==> config.mk <==
export PLATFORM = sky130hd
export DESIGN_NAME = spi_slave_fl
export DESIGN_NICKNAME = d
export VERILOG_FILES = /design/src/rtl/spi_slave_fl.sv
export SDC_FILE = /design/constraint.sdc
export NUM_CORES = 1
export LEC_CHECK = 0
export BUFFER_PORTS_ARGS = -buffer_cell sky130_fd_sc_hd__clkbuf_2
export CORE_MARGIN = 2
export CORE_UTILIZATION = 45
export DETAILED_ROUTE_END_ITERATION = 10
export GPL_TIMING_DRIVEN = 0
export MAX_ROUTING_LAYER = met4
export PLACE_DENSITY = 0.67
export SLEW_MARGIN = 10
export SYNTH_ARGS = -nofsm -noshare
export SYNTH_HDL_FRONTEND = slang
export SYNTH_SLANG_ARGS = --single-unit
==> constraint.sdc <==
create_clock -name clk -period 2.5 [get_ports clk]
set_clock_uncertainty 0.05 [all_clocks]
set_input_delay 0.25 -clock clk [delete_from_list [all_inputs] [get_ports clk]]
set_output_delay 0.25 -clock clk [all_outputs]
set_load 0.01 [all_outputs]
==> src/rtl/spi_slave_fl.sv <==
// SPI flash-style slave (CPHA=1). ss/sclk/mosi are oversampled in the clk domain and
// READ / WRITE / READ ID / READ STATUS frames are mapped onto a simple synchronous memory port.
module spi_slave_fl #(
  parameter int          CPOL         = 1,
  parameter int          MEM_AW       = 8,
  parameter int          DUMMY_CYCLES = 0,
  parameter logic [23:0] DEV_ID       = 24'hC22017
) (
  input  logic              clk,
  input  logic              rst,
  input  logic              ss,
  input  logic              sclk,
  input  logic              mosi_dq0,
  output logic              miso_dq1,
  output logic              miso_oe,
  input  logic [7:0]        status_in,
  output logic [MEM_AW-1:0] mem_addr,
  output logic [7:0]        mem_wdata,
  output logic              mem_we,
  output logic              mem_re,
  input  logic [7:0]        mem_rdata,
  output logic              cmd_valid,
  output logic [7:0]        cmd,
  output logic [2:0]        state_dbg
);
  localparam logic [7:0]        OP_WRITE   = 8'h02;
  localparam logic [7:0]        OP_READ    = 8'h03;
  localparam logic [7:0]        OP_STATUS  = 8'h05;
  localparam logic [7:0]        OP_ID      = 8'h9F;
  localparam logic              IDLE_LVL   = (CPOL != 0);
  localparam logic [3:0]        DUMMY_LAST = 4'(DUMMY_CYCLES - 1);
  localparam logic [MEM_AW-1:0] PTR_ONE    = MEM_AW'(1);

  typedef enum logic [2:0] {
    S_WAIT_SS = 3'd0, S_IDLE = 3'd1, S_CMD = 3'd2, S_ADDR = 3'd3,
    S_DUMMY   = 3'd4, S_TX   = 3'd5, S_RX  = 3'd6, S_IGNORE = 3'd7
  } state_t;

  state_t state, state_nx;

  logic [1:0]        ss_sync, sclk_sync, mosi_sync;
  logic              sclk_prev;
  logic              ss_s, sclk_s, mosi_s, lead, trail;
  logic [4:0]        bit_cnt;
  logic [2:0]        tx_bit;
  logic [3:0]        dummy_cnt;
  logic [1:0]        id_idx;
  logic [6:0]        shreg;
  logic [6:0]        tx_sh;
  logic [7:0]        tx_buf, tx_next, rx_byte;
  logic [MEM_AW-1:0] ptr, addr_lo;
  logic              rd_pend;

  // The ss synchronizer resets to "selected" so a frame already in progress at
  // reset release is not mistaken for a fresh one; WAIT_SS holds until ss is seen high.
  always_ff @(posedge clk or negedge rst) begin
    if (!rst) begin
      ss_sync   <= 2'b00;
      sclk_sync <= {2{IDLE_LVL}};
      mosi_sync <= 2'b00;
      sclk_prev <= IDLE_LVL;
    end else begin
      ss_sync   <= {ss_sync[0], ss};
      sclk_sync <= {sclk_sync[0], sclk};
      mosi_sync <= {mosi_sync[0], mosi_dq0};
      sclk_prev <= sclk_sync[1];
    end
  end

  assign ss_s      = ss_sync[1];
  assign sclk_s    = sclk_sync[1];
  assign mosi_s    = mosi_sync[1];
  assign lead      = IDLE_LVL ? (sclk_prev & ~sclk_s) : (~sclk_prev & sclk_s);
  assign trail     = IDLE_LVL ? (~sclk_prev & sclk_s) : (sclk_prev & ~sclk_s);
  assign rx_byte   = {shreg, mosi_s};
  assign addr_lo   = {ptr[MEM_AW-2:0], mosi_s};
  assign state_dbg = state;

  always_ff @(posedge clk or negedge rst) begin
    if (!rst) state <= S_WAIT_SS;
    else      state <= state_nx;
  end

  always_comb begin
    state_nx = state;
    if (ss_s) begin
      state_nx = S_IDLE;
    end else begin
      case (state)
        S_IDLE: state_nx = S_CMD;
        S_CMD: begin
          if (trail && bit_cnt == 5'd7) begin
            case (rx_byte)
              OP_WRITE, OP_READ: state_nx = S_ADDR;
              OP_ID, OP_STATUS:  state_nx = S_TX;
              default:           state_nx = S_IGNORE;
            endcase
          end
        end
        S_ADDR: begin
          if (trail && bit_cnt == 5'd23) begin
            if (cmd == OP_WRITE)       state_nx = S_RX;
            else if (DUMMY_CYCLES > 0) state_nx = S_DUMMY;
            else                       state_nx = S_TX;
          end
        end
        S_DUMMY: if (trail && dummy_cnt == DUMMY_LAST) state_nx = S_TX;
        default: state_nx = state;
      endcase
    end
  end

  // Byte presented at the next byte boundary. A READ prefetch may still be in
  // flight when the first data leading edge arrives, so rdata is forwarded directly.
  always_comb begin
    tx_next = 8'h00;
    case (cmd)
      OP_READ:   tx_next = rd_pend ? mem_rdata : tx_buf;
      OP_STATUS: tx_next = status_in;
      OP_ID: begin
        case (id_idx)
          2'd0:    tx_next = DEV_ID[23:16];
          2'd1:    tx_next = DEV_ID[15:8];
          2'd2:    tx_next = DEV_ID[7:0];
          default: tx_next = 8'h00;
        endcase
      end
      default:   tx_next = 8'h00;
    endcase
  end

  // Memory port: mem_re / mem_we are single-clk strobes with mem_addr (and
  // mem_wdata) valid in the same clk; read data must be presented the following clk.
  always_ff @(posedge clk or negedge rst) begin
    if (!rst) begin
      bit_cnt   <= '0;
      tx_bit    <= '0;
      dummy_cnt <= '0;
      id_idx    <= '0;
      shreg     <= '0;
      tx_sh     <= '0;
      tx_buf    <= '0;
      ptr       <= '0;
      rd_pend   <= 1'b0;
      miso_dq1  <= 1'b0;
      miso_oe   <= 1'b0;
      mem_addr  <= '0;
      mem_wdata <= '0;
      mem_we    <= 1'b0;
      mem_re    <= 1'b0;
      cmd_valid <= 1'b0;
      cmd       <= '0;
    end else begin
      cmd_valid <= 1'b0;
      mem_we    <= 1'b0;
      mem_re    <= 1'b0;
      rd_pend   <= mem_re;
      if (rd_pend) tx_buf <= mem_rdata;
      if (ss_s) begin
        bit_cnt   <= '0;
        tx_bit    <= '0;
        dummy_cnt <= '0;
        id_idx    <= '0;
        miso_oe   <= 1'b0;
        miso_dq1  <= 1'b0;
      end else if (trail) begin
        case (state)
          S_CMD: begin
            shreg   <= rx_byte[6:0];
            bit_cnt <= (bit_cnt == 5'd7) ? 5'd0 : bit_cnt + 5'd1;
            if (bit_cnt == 5'd7) begin
              cmd       <= rx_byte;
              cmd_valid <= 1'b1;
            end
          end
          S_ADDR: begin
            bit_cnt <= (bit_cnt == 5'd23) ? 5'd0 : bit_cnt + 5'd1;
            ptr     <= addr_lo;
            if (bit_cnt == 5'd23 && cmd == OP_READ) begin
              mem_re   <= 1'b1;
              mem_addr <= addr_lo;
              ptr      <= addr_lo + PTR_ONE;
            end
          end
          S_DUMMY: dummy_cnt <= dummy_cnt + 4'd1;
          S_RX: begin
            shreg   <= rx_byte[6:0];
            bit_cnt <= (bit_cnt == 5'd7) ? 5'd0 : bit_cnt + 5'd1;
            if (bit_cnt == 5'd7) begin
              mem_we    <= 1'b1;
              mem_addr  <= ptr;
              mem_wdata <= rx_byte;
              ptr       <= ptr + PTR_ONE;
            end
          end
          default: ;
        endcase
      end else if (lead && state == S_TX) begin
        miso_oe <= 1'b1;
        tx_bit  <= tx_bit + 3'd1;
        if (tx_bit == 3'd0) begin
          miso_dq1 <= tx_next[7];
          tx_sh    <= tx_next[6:0];
          if (cmd == OP_READ) begin
            mem_re   <= 1'b1;
            mem_addr <= ptr;
            ptr      <= ptr + PTR_ONE;
          end
          if (cmd == OP_ID && id_idx != 2'd3) id_idx <= id_idx + 2'd1;
        end else begin
          miso_dq1 <= tx_sh[6];
          tx_sh    <= {tx_sh[5:0], 1'b0};
        end
      end
    end
  end
endmodule

==> qor.txt, run 1 <==
status - finished, final reports clean
Reg2Reg Depth - 7
post-layout min period - 2.47 ns
Initial Util - 46.5%
Largest delay share family, worst path - simple AND/OR/NAND/NOR gates
yosys warns - 0
Net Sw Power - 1.31 mW
Layout Utilization - 55.1%
commonest non-fill, non-tap cell in the layout - dfrtp_1
Vias/cell - 5.49
Tightest Hold Check Type - input port to flip-flop
DRC Markers - 0
# port buffers - 52
Int Pwr - 2.57 mW
row count - 35
slowest CP cell - or4b_1
Startpoint Class - flip-flop
Sequential Power Share - 46.2%
hold slack - 0.0782 ns
RR Endpoint - mem_addr[6]$_DFFE_PN0P_
WL/cell - 15.1 microns
core area - 9280 sq um
crit path DAT - 2.67 ns
Leak - 2.32 nW
fin crit share - 98.7%
final antenna-violating net count - 0
min-delay src - mem_rdata[3]
critical-path cell list - nand2_2 > or4b_1 > buf_4 > o31a_1 > nor3_4 > buf_12 > mux2_2
pwr dens - 757 nW/um^2
Routed WL - 9500 microns
Clk pwr share - 26.2%
worst path required time - 2.70 ns
post-synthesis cell area - 4310 sq um
TritonCTS clock tree - yes
Placed Instances - 603
setup slack, reg-to-reg - 0.03 ns
vias in the first global route - 3,280
maximum vdd drop - 427 uV
global-route wire length before repair - 15,500 microns
top post-synthesis cells by area - dfrtp_1 47%, mux2_2 10%, nand2_1 5.0%
Final Hold Fails - 0
RSZ-0062 raised after global routing - true
Max-cap violations - 0
fmax - 405 MHz
switching part of the total - 33.7%
Crit Path Max Fanout - 10
worst hold endpoint - tx_buf[3]$_DFF_PN0_
gpl congestion - 0.896
diodes inserted - 0
Post-synth top flop - dfrtp_1
Critical path buffers and inverters - 2
synthesis-to-layout area growth - 18.6%
Max Transition Viols Final - 0
Vias - 3,445
DR iter-0 viols - 232
post-synthesis register bit count - 84
register area share after synthesis - 48.8%
chip width - 102 microns
leading area contributor after synthesis - dfrtp_1
overall routing resource usage - 19.5%
Syn Nets - 454
Post-synth EDFFs - 0
GRT overflow - 0
Least-Margin Pin Slew - 0.682 ns
H-tree levels - 3
clock latency on the worst-skew pair - 0.36 ns
initial antenna violation count - 0
CP peak stage delay - 0.53 ns
r2r startpoint - state_dbg[0]$_DFFE_PN0P_
root buf cell - clkbuf_8
layout cell share with drive strength beyond 1 - 27.3%
ys async rst share - 100%
Cells after Synth - 421
HPWL after DPL - 6640 microns
Pwr Total - 3.88 mW
clock sinks - 84
Initial DRT Pass Iterations - 4
die area - 10,400 sq um
Synth top area share - 47.0%
library cells used by synthesis - 60
Die H - 102 microns
IO Pins - 53
Cell Count, Final, Fillers Out - 628
Max transition margin - 54.1%
Setup CP Type - flip-flop to flip-flop
Max Root-Sink Buffers - 2
largest net degree at the start of global routing - 46
Post-Syn Area per Cell - 10.2 sq um
Worst-path clk slew - 0.10 ns
most frequent cells in the layout - 81 x dfrtp_1, 56 x nand2_1, 53 x clkbuf_2
hold depth - 2
DP Area - 4770 sq um
final setup fails - 0
Nets - 527
post-route cell area - 5120 sq um
combinational share of power - 27.5%
Crit. End Element - flip-flop
CTS Buf Count - 9
worst reg2reg max path, delay by kind of cell (launching register included):
family | cells | cell delay [ns]
AOI/OAI and AO/OA | 1 | 0.32
muxes | 1 | 0.34
buffers and inverters | 2 | 0.36
DFF | 1 | 0.42
and+or+nand+nor | 3 | 0.87
cell families (layout without fill, tap and decap cells):
logic type	count (synthesis)	after routing	synth area share [%]
AND/OR/NAND/NOR	166	166	19.8
flip-flops	84	84	48.8
AO/OA/AOI/OAI	71	71	11.1
multiplexers	44	44	11.3
buffers and inverters	31	109	2.78
XOR/XNOR	13	13	2.64
adder cells (fa/ha/maj)	12	12	3.48
per-stage QoR:
stage                     setup WS, ns  TNS [ns]
final                           0.0317         0
after global routing           -0.0243    -0.126
after CTS                       0.0239         0
after detailed placement        -0.309     -4.38
after global placement          -0.208     -2.17
after floorplan                  0.112         0
flip-flops by register name, indices dropped and copies added (netlist names):
name and count:
cmd 8, mem_addr 8, mem_wdata 8, ptr 8
tx_buf 8, shreg 7, tx_sh 7, bit_cnt 5
dummy_cnt 4, state_dbg 3, tx_bit 3, id_idx 2
mosi_sync 2, sclk_sync 2, ss_sync 2, cmd_valid 1
mem_re 1, mem_we 1, miso_dq1 1, miso_oe 1
rd_pend 1, sclk_prev 1
Yosys cell counts (2+ instances only):
master / n
mux2_2: 39
a31oi_1: 10
a22oi_1: 4
nor3_4: 2
dfstp_2: 3
nand3_1: 12
o31ai_1: 2
nand2b_1: 7
o21a_1: 2
or3_1: 4
or2_2: 3
nor3_1: 8
inv_1: 9
o21ai_0: 10
clkbuf_1: 21
or4_1: 2
mux2i_1: 5
and3_1: 2
xnor2_1: 6
nor4bb_1: 2
xor2_1: 7
nand3b_1: 4
and3b_1: 3
nand4_1: 10
o22a_1: 2
nor3b_1: 2
dfrtp_1: 81
ha_1: 12
a21oi_1: 16
nand2_1: 57
nor4_1: 6
or3b_2: 2
a21o_1: 5
nor2_1: 34
o211ai_1: 2
what timing repair did:
action                                 in CTS  in global routing
hold buffers                                4                  0
endpoints found under the hold margin      42                  0
buffers inserted                            2                  3
setup endpoints to repair                  23                 22
resized for setup                           5                  7
pin swaps                                   2                  3
worst max-delay path by stage:
stage	from	endpoint	slack (ns)	depth (start not counted)
6_report	state_dbg[0]$_DFFE_PN0P_	mem_addr[6]$_DFFE_PN0P_	0.03	7
5_1_grt	cmd[2]$_DFFE_PN0P_	ptr[4]$_DFFE_PN0P_	-0.02	5
4_1_cts	cmd[3]$_DFFE_PN0P_	tx_sh[3]$_DFFE_PN0P_	0.02	5
3_5_place_dp	cmd[2]$_DFFE_PN0P_	ptr[7]$_DFFE_PN0P_	-0.31	6
3_3_place_gp	cmd[2]$_DFFE_PN0P_	ptr[7]$_DFFE_PN0P_	-0.21	6
2_1_floorplan	state_dbg[2]$_DFFE_PN0P_	mem_addr[0]$_DFFE_PN0P_	0.11	6
power by group through the flow:
stage / registers, mW / clock network, mW / logic (mW)
after CTS: 1.79 / 1.03 / 1.04
after global routing: 1.83 / 1.09 / 1.20
after detailed placement: 1.82 / 0 / 1.02
after global placement: 1.80 / 0 / 1.00
after floorplan: 1.81 / 0 / 0.695
final: 1.79 / 1.02 / 1.07
routing by layer:
layer	GRT usage [%]	vias to the layer above	wire length (microns)
met1	26.8	1671	4580
met2	29.6	97	4290
met5	-	-	0
met4	6.87	0	182
met3	2.94	17	449
li1	-	1660	-
area by class of cell:
| cell class | instances | area (sq um) |
|---|---|---|
| Clock buffer | 9 | 124 |
| Multi-Input combinational cell | 306 | 2140 |
| Clock inverter | 7 | 81.3 |
| Tap cell | 129 | 161 |
| Inverter | 9 | 33.8 |
| Timing Repair Buffer | 62 | 380 |
| Sequential cell | 84 | 2110 |
| Buffer | 22 | 88.8 |
| Fill cell | 859 | 4170 |
(Power assumes the default switching activity.)
==> run 2, diff against run 1 <==
==> constraint.sdc (replaced) <==
create_clock -name clk -period 2.6 [get_ports clk]
set_clock_uncertainty 0.05 [all_clocks]
set_input_delay 0.78 -clock clk [delete_from_list [all_inputs] [get_ports clk]]
set_output_delay 0.78 -clock clk [all_outputs]
set_load 0.01 [all_outputs]
==> qor.txt, run 2 (synthesis gave the netlist of run 1 again) <==
status - finished, final reports clean (unchanged)
TritonCTS clock tree - yes (unchanged)
die area - 10,400 sq um (unchanged)
Routed WL - 9330 microns (was 9500 microns)
clock sinks - 84 (unchanged)
fmax - 394 MHz (was 405 MHz)
RR Endpoint - mem_addr[6]$_DFFE_PN0P_ (unchanged)
fin crit share - 97.6% (was 98.7%)
Initial Util - 46.5% (unchanged)
Vias - 3,394 (was 3,445)
Worst-path clk slew - 0.09 ns (was 0.10 ns)
Least-Margin Pin Slew - 0.677 ns (was 0.682 ns)
Crit. End Element - flip-flop (unchanged)
commonest non-fill, non-tap cell in the layout - dfrtp_1 (unchanged)
HPWL after DPL - 6640 microns (unchanged)
IO Pins - 53 (unchanged)
worst path required time - 2.80 ns (was 2.70 ns)
Reg2Reg Depth - 7 (unchanged)
Final Hold Fails - 0 (unchanged)
Nets - 522 (was 527)
DR iter-0 viols - 243 (was 232)
setup slack, reg-to-reg - 0.06 ns (was 0.03 ns)
Vias/cell - 5.45 (was 5.49)
Max Root-Sink Buffers - 2 (unchanged)
chip width - 102 microns (unchanged)
Die H - 102 microns (unchanged)
gpl congestion - 0.896 (unchanged)
Max-cap violations - 0 (unchanged)
GRT overflow - 0 (unchanged)
Crit Path Max Fanout - 10 (unchanged)
initial antenna violation count - 0 (unchanged)
DRC Markers - 0 (unchanged)
Cell Count, Final, Fillers Out - 623 (was 628)
post-route setup TNS - 0 ns (unchanged)
Startpoint Class - flip-flop (unchanged)
crit path DAT - 2.74 ns (was 2.67 ns)
# port buffers - 52 (unchanged)
WL/cell - 15.0 microns (was 15.1 microns)
slowest CP cell - or4b_1 (unchanged)
critical-path cell list - nand2_1 > or4b_1 > buf_4 > o31a_1 > nor3_4 > buf_12 > mux2_2 (was nand2_2 > or4b_1 > buf_4 > o31a_1 > nor3_4 > buf_12 > mux2_2)
Tightest Hold Check Type - flip-flop to flip-flop (was input port to flip-flop)
core area - 9280 sq um (unchanged)
Max Transition Viols Final - 0 (unchanged)
synthesis-to-layout area growth - 17.1% (was 18.6%)
RSZ-0062 raised after global routing - false (was true)
pwr dens - 732 nW/um^2 (was 757 nW/um^2)
Initial DRT Pass Iterations - 5 (was 4)
Critical path buffers and inverters - 2 (unchanged)
Final WS setup - 0.0627 ns (was 0.0317 ns)
Largest delay share family, worst path - simple AND/OR/NAND/NOR gates (unchanged)
root buf cell - clkbuf_8 (unchanged)
largest net degree at the start of global routing - 46 (unchanged)
Leak - 2.29 nW (was 2.32 nW)
CP peak stage delay - 0.53 ns (about the same)
final setup fails - 0 (unchanged)
post-route cell area - 5050 sq um (was 5120 sq um)
Max transition margin - 54.5% (was 54.1%)
hold depth - 0 (was 2)
DP Area - 4770 sq um (unchanged)
row count - 35 (unchanged)
Place WS - -0.209 ns (was -0.309 ns)
CTS Buf Count - 9 (unchanged)
maximum vdd drop - 382 uV (was 427 uV)
H-tree levels - 3 (unchanged)
Layout Utilization - 54.4% (was 55.1%)
most frequent cells in the layout - 81 x dfrtp_1, 57 x nand2_1, 52 x clkbuf_2 (was 81 x dfrtp_1, 56 x nand2_1, 53 x clkbuf_2)
Stages on worst setup path - 7 (unchanged)
diodes inserted - 0 (unchanged)
global-route wire length before repair - 15,500 microns (about the same)
r2r startpoint - state_dbg[2]$_DFFE_PN0P_ (was state_dbg[0]$_DFFE_PN0P_)
post-layout min period - 2.54 ns (was 2.47 ns)
vias in the first global route - 3,254 (was 3,280)
Setup CP Type - flip-flop to flip-flop (unchanged)
Placed Instances - 603 (unchanged)
layout cell share with drive strength beyond 1 - 26.9% (was 27.3%)
worst hold endpoint - ss_sync[1]$_DFF_PN0_ (was tx_buf[3]$_DFF_PN0_)
clock latency on the worst-skew pair - 0.36 ns (about the same)
Fill cells - 868 (was 859)
final antenna-violating net count - 0 (unchanged)
min-delay src - ss_sync[0]$_DFF_PN0_ (was mem_rdata[3])
overall routing resource usage - 19.5% (about the same)
## run 2: cell types whose count changed in the layout (fill, tap and decap cells not counted), sizes merged
cell | before | now
buf | 7 | 6
dlygate4sd3 | 4 | 0
## run 2: power by group
group	internal, mW	switching (mW)
logic	0.446	0.550
clock network	0.461	0.514
registers	1.54	0.181
total	2.45	1.24
## run 2: worst max-delay path by stage
stage                                         from                       end  slack (ns)
after floorplan           state_dbg[2]$_DFFE_PN0P_   mem_addr[0]$_DFFE_PN0P_        0.21
after global placement                         rst        ptr[7]$_DFFE_PN0P_       -0.17
after detailed placement        cmd[2]$_DFFE_PN0P_        ptr[7]$_DFFE_PN0P_       -0.21
after CTS                 state_dbg[0]$_DFFE_PN0P_  mem_wdata[7]$_DFFE_PN0P_        0.01
after global routing      state_dbg[2]$_DFFE_PN0P_   mem_addr[5]$_DFFE_PN0P_       0.008
final                     state_dbg[2]$_DFFE_PN0P_   mem_addr[6]$_DFFE_PN0P_        0.06
## run 2: area by class of cell
type	count	area, sq um	area share (%)
plain buffers	22	87.6	1.73
repair buffers	57	333	6.59
well taps	129	161	3.20
multi-input cells	306	2120	42.0
clock inverters	7	81.3	1.61
clock buffers	9	124	2.45
inverters	9	33.8	0.669
flip-flops and latches	84	2110	41.7
## run 2: metrics by stage
| stage | total power [mW] | hold WS (ns) |
|---|---|---|
| after global routing | 3.92 | 0.318 |
| final | 3.69 | 0.305 |
| after detailed placement | 2.73 | 0.285 |
| after floorplan | 2.41 | 0.281 |
| after global placement | 2.70 | 0.282 |
| after CTS | 3.70 | 0.306 |
## run 2: per-layer routing
layer  wire (microns)  vias to the layer above  track usage, %
li1                 -                     1647               -
met1             4490                     1642            26.8
met2             4240                       84            29.5
met5                0                        -               -
met4              159                        0            6.87
met3              436                       21            2.94
## run 2: what timing repair did
action / in CTS / in global routing
buffers inserted: 1 / 3
cloned: 0 / 0
hold buffers: 0 / 0
resized for setup: 3 / 4
pin swaps: 1 / 1
endpoints found under the setup margin: 16 / 10
==> run 3, diff against run 2 <==
--- a/config.mk
+++ b/config.mk
@@ -5,13 +5,14 @@
 export SDC_FILE = /design/constraint.sdc
 export NUM_CORES = 1
 export LEC_CHECK = 0
+export ABC_AREA = 1
 export BUFFER_PORTS_ARGS = -buffer_cell sky130_fd_sc_hd__clkbuf_2
 export CORE_MARGIN = 2
-export CORE_UTILIZATION = 45
+export CORE_UTILIZATION = 35
 export DETAILED_ROUTE_END_ITERATION = 10
 export GPL_TIMING_DRIVEN = 0
 export MAX_ROUTING_LAYER = met4
-export PLACE_DENSITY = 0.67
+export PLACE_DENSITY = 0.52
 export SLEW_MARGIN = 10
 export SYNTH_ARGS = -nofsm -noshare
 export SYNTH_HDL_FRONTEND = slang
==> qor.txt, run 3 <==
Max-cap violations - 0 (unchanged)
fin crit share - 75.6% (was 97.6%)
Leak - 2.61 nW (was 2.29 nW)
combinational share of power - 24.3% (was 27.0%)
Crit Path Max Fanout - 10 (unchanged)
Routed WL - 10,700 microns (was 9330 microns)
DP Area - 4890 sq um (was 4770 sq um)
pwr dens - 758 nW/um^2 (was 732 nW/um^2)
CTS Buf Count - 9 (unchanged)
TritonCTS clock tree - yes (unchanged)
clock latency on the worst-skew pair - 0.34 ns (was 0.36 ns)
postcts setup bufs - 0 (was 1)
Crit. End Element - flip-flop (unchanged)
Syn Nets - 600 (was 454)
register area share after synthesis - 47.9% (was 48.8%)
initial antenna violation count - 0 (unchanged)
Vias - 3,821 (was 3,394)
Worst-path clk slew - 0.06 ns (was 0.09 ns)
Reg2Reg Depth - 9 (was 7)
layout cell share with drive strength beyond 1 - 15.9% (was 26.9%)
post-synthesis register bit count - 84 (unchanged)
hold depth - 0 (unchanged)
Pwr Total - 3.92 mW (was 3.69 mW)
IO Pins - 53 (unchanged)
Synth top area share - 46.1% (was 47.0%)
Initial DRT Pass Iterations - 4 (was 5)
global-route wire length before repair - 18,100 microns (was 15,500 microns)
gpl congestion - 0.899 (was 0.896)
root buf cell - clkbuf_16 (was clkbuf_8)
hold buffers post-CTS - 0 (unchanged)
switching part of the total - 33.1% (was 33.7%)
RSZ-0062 raised after global routing - false (unchanged)
Final Hold Fails - 0 (unchanged)
Setup CP Type - flip-flop to flip-flop (unchanged)
DRC Markers - 0 (unchanged)
post-cts sizing count - 0 (was 3)
post-route cell area - 5180 sq um (was 5050 sq um)
Clk pwr share - 32.1% (was 26.4%)
min-delay src - mosi_sync[0]$_DFF_PN0_ (was ss_sync[0]$_DFF_PN0_)
vias in the first global route - 3,640 (was 3,254)
Least-Margin Pin Slew - 0.739 ns (was 0.677 ns)
Post-synth top flop - dfrtp_1 (unchanged)
synthesis-to-layout area growth - 17.7% (was 17.1%)
Nets - 664 (was 522)
Max Transition Viols Final - 0 (unchanged)
worst hold endpoint - mosi_sync[1]$_DFF_PN0_ (was ss_sync[1]$_DFF_PN0_)
worst path required time - 2.78 ns (was 2.80 ns)
setup slack, reg-to-reg - 0.64 ns (was 0.06 ns)
Vias/cell - 4.75 (was 5.45)
final setup fails - 0 (unchanged)
chip width - 116 microns (was 102 microns)
commonest cells in the netlist - 163 x nand2_1, 81 x dfrtp_1, 66 x inv_1, 60 x nand3_1, 41 x o21ai_0 (was 81 x dfrtp_1, 57 x nand2_1, 39 x mux2_2, 34 x nor2_1, 21 x clkbuf_1)
Startpoint Class - flip-flop (unchanged)
core area - 12,200 sq um (was 9280 sq um)
most frequent cells in the layout - 163 x nand2_1, 81 x dfrtp_1, 66 x inv_1 (was 81 x dfrtp_1, 57 x nand2_1, 52 x clkbuf_2)
H-tree levels - 3 (unchanged)
fmax - 509 MHz (was 394 MHz)
die area - 13,500 sq um (was 10,400 sq um)
r2r startpoint - bit_cnt[0]$_DFFE_PN0P_ (was state_dbg[2]$_DFFE_PN0P_)
Max transition margin - 50.3% (was 54.5%)
Cells after Synth - 567 (was 421)
HPWL after DPL - 7940 microns (was 6640 microns)
post-route setup TNS - 0 ns (unchanged)
Tightest Hold Check Type - flip-flop to flip-flop (unchanged)
overall routing resource usage - 18.2% (was 19.5%)
Initial Util - 36.2% (was 46.5%)
final antenna-violating net count - 0 (unchanged)
ys async rst share - 100% (unchanged)
Int Pwr - 2.63 mW (was 2.45 mW)
clock sinks - 84 (unchanged)
status - finished, final reports clean (unchanged)
yosys warns - 0 (unchanged)
Max Root-Sink Buffers - 2 (unchanged)
maximum vdd drop - 335 uV (was 382 uV)
largest net degree at the start of global routing - 51 (was 46)
post-layout min period - 1.96 ns (was 2.54 ns)
Post-synth EDFFs - 0 (unchanged)
# port buffers - 52 (unchanged)
crit path DAT - 2.14 ns (was 2.74 ns)
RR Endpoint - mem_addr[7]$_DFFE_PN0P_ (was mem_addr[6]$_DFFE_PN0P_)
GRT overflow - 0 (unchanged)
diodes inserted - 0 (unchanged)
Net Sw Power - 1.30 mW (was 1.24 mW)
Post-Syn Area per Cell - 7.75 sq um (was 10.2 sq um)
post-synthesis cell area - 4400 sq um (was 4310 sq um)
Die H - 116 microns (was 102 microns)
WL/cell - 13.4 microns (was 15.0 microns)
count leader, synth - nand2_1 (was dfrtp_1)
library cells used by synthesis - 35 (was 60)
row count - 40 (was 35)
commonest non-fill, non-tap cell in the layout - nand2_1 (was dfrtp_1)
hold slack - 0.298 ns (was 0.305 ns)
leading area contributor after synthesis - dfrtp_1 (unchanged)
top post-synthesis cells by area - dfrtp_1 46%, nand2_1 14%, nand3_1 6.8% (was dfrtp_1 47%, mux2_2 10%, nand2_1 5.0%)
DR iter-0 viols - 304 (was 243)
Sequential Power Share - 43.6% (was 46.7%)
## run 3: layout make-up
class	count	area, sq um
buffer	17	96.3
clock buffer	11	233
tap	168	210
sequential	84	2110
timing repair buffer	53	283
inverter	72	270
fill	1256	6990
clock inverter	5	53.8
multi-input combinational	394	1920
## run 3: worst max path at each step
stage / start / to / slack [ns] / cells past startpoint
CTS: bit_cnt[0]$_DFFE_PN0P_ / mem_addr[7]$_DFFE_PN0P_ / 0.61 / 9
global placement: rst / mem_wdata[3]$_DFFE_PN0P_ / -0.34 / 1
global route: bit_cnt[0]$_DFFE_PN0P_ / mem_addr[1]$_DFFE_PN0P_ / 0.36 / 9
detailed placement: bit_cnt[0]$_DFFE_PN0P_ / mem_addr[7]$_DFFE_PN0P_ / 0.62 / 9
finish: bit_cnt[0]$_DFFE_PN0P_ / mem_addr[7]$_DFFE_PN0P_ / 0.64 / 9
floorplan: bit_cnt[0]$_DFFE_PN0P_ / mem_addr[3]$_DFFE_PN0P_ / 0.96 / 10
## run 3: power groups by stage
stage          combinational, mW  clock, mW  sequential, mW
2_1_floorplan              0.648          0            1.72
3_3_place_gp               0.937          0            1.73
3_5_place_dp               0.955          0            1.74
4_1_cts                    0.959       1.31            1.71
5_1_grt                     1.10       1.37            1.74
6_report                   0.953       1.26            1.71
## run 3: worst max-delay path, cell delays in order, from the launching register on
cell     delay (ns)
dfrtp_1        0.39
ha_1           0.23
nand3_1        0.12
nor2_2         0.25
nand2_2        0.21
nand3_2        0.17
nand3_1        0.11
buf_2          0.19
nand2_1        0.07
o21ai_1        0.05
## run 3: metal layers
metal  GRT usage (%)  part of all wire [%]  up-vias  wire, microns
met3            5.02                   4.6        5            496
met5               -                     0        -              0
met1            24.0                    50     1782           5340
met2            27.1                    45       78           4830
met4            6.03                  0.75        0             81
li1                -                     -     1956              -
## run 3: cells by family after synthesis
family | after synthesis | share of synthesized area (%)
buf+inv | 89 | 8.34
compound gates | 92 | 11.7
fa+ha+maj | 12 | 3.41
flops | 84 | 47.9
simple gates | 286 | 27.8
mux | 1 | 0.256
xor+xnor | 3 | 0.598
## run 3: per-stage QoR
| stage | setup WS [ns] | std cells | util (%) |
|---|---|---|---|
| final | 0.636 | 804 | 42.6 |
| after global routing | 0.362 | 804 | 42.6 |
| after CTS | 0.605 | 804 | 42.6 |
| after detailed placement | 0.624 | 788 | 40.2 |
| after global placement | -0.340 | 787 | 40.0 |
| after floorplan | 0.959 | 567 | - |
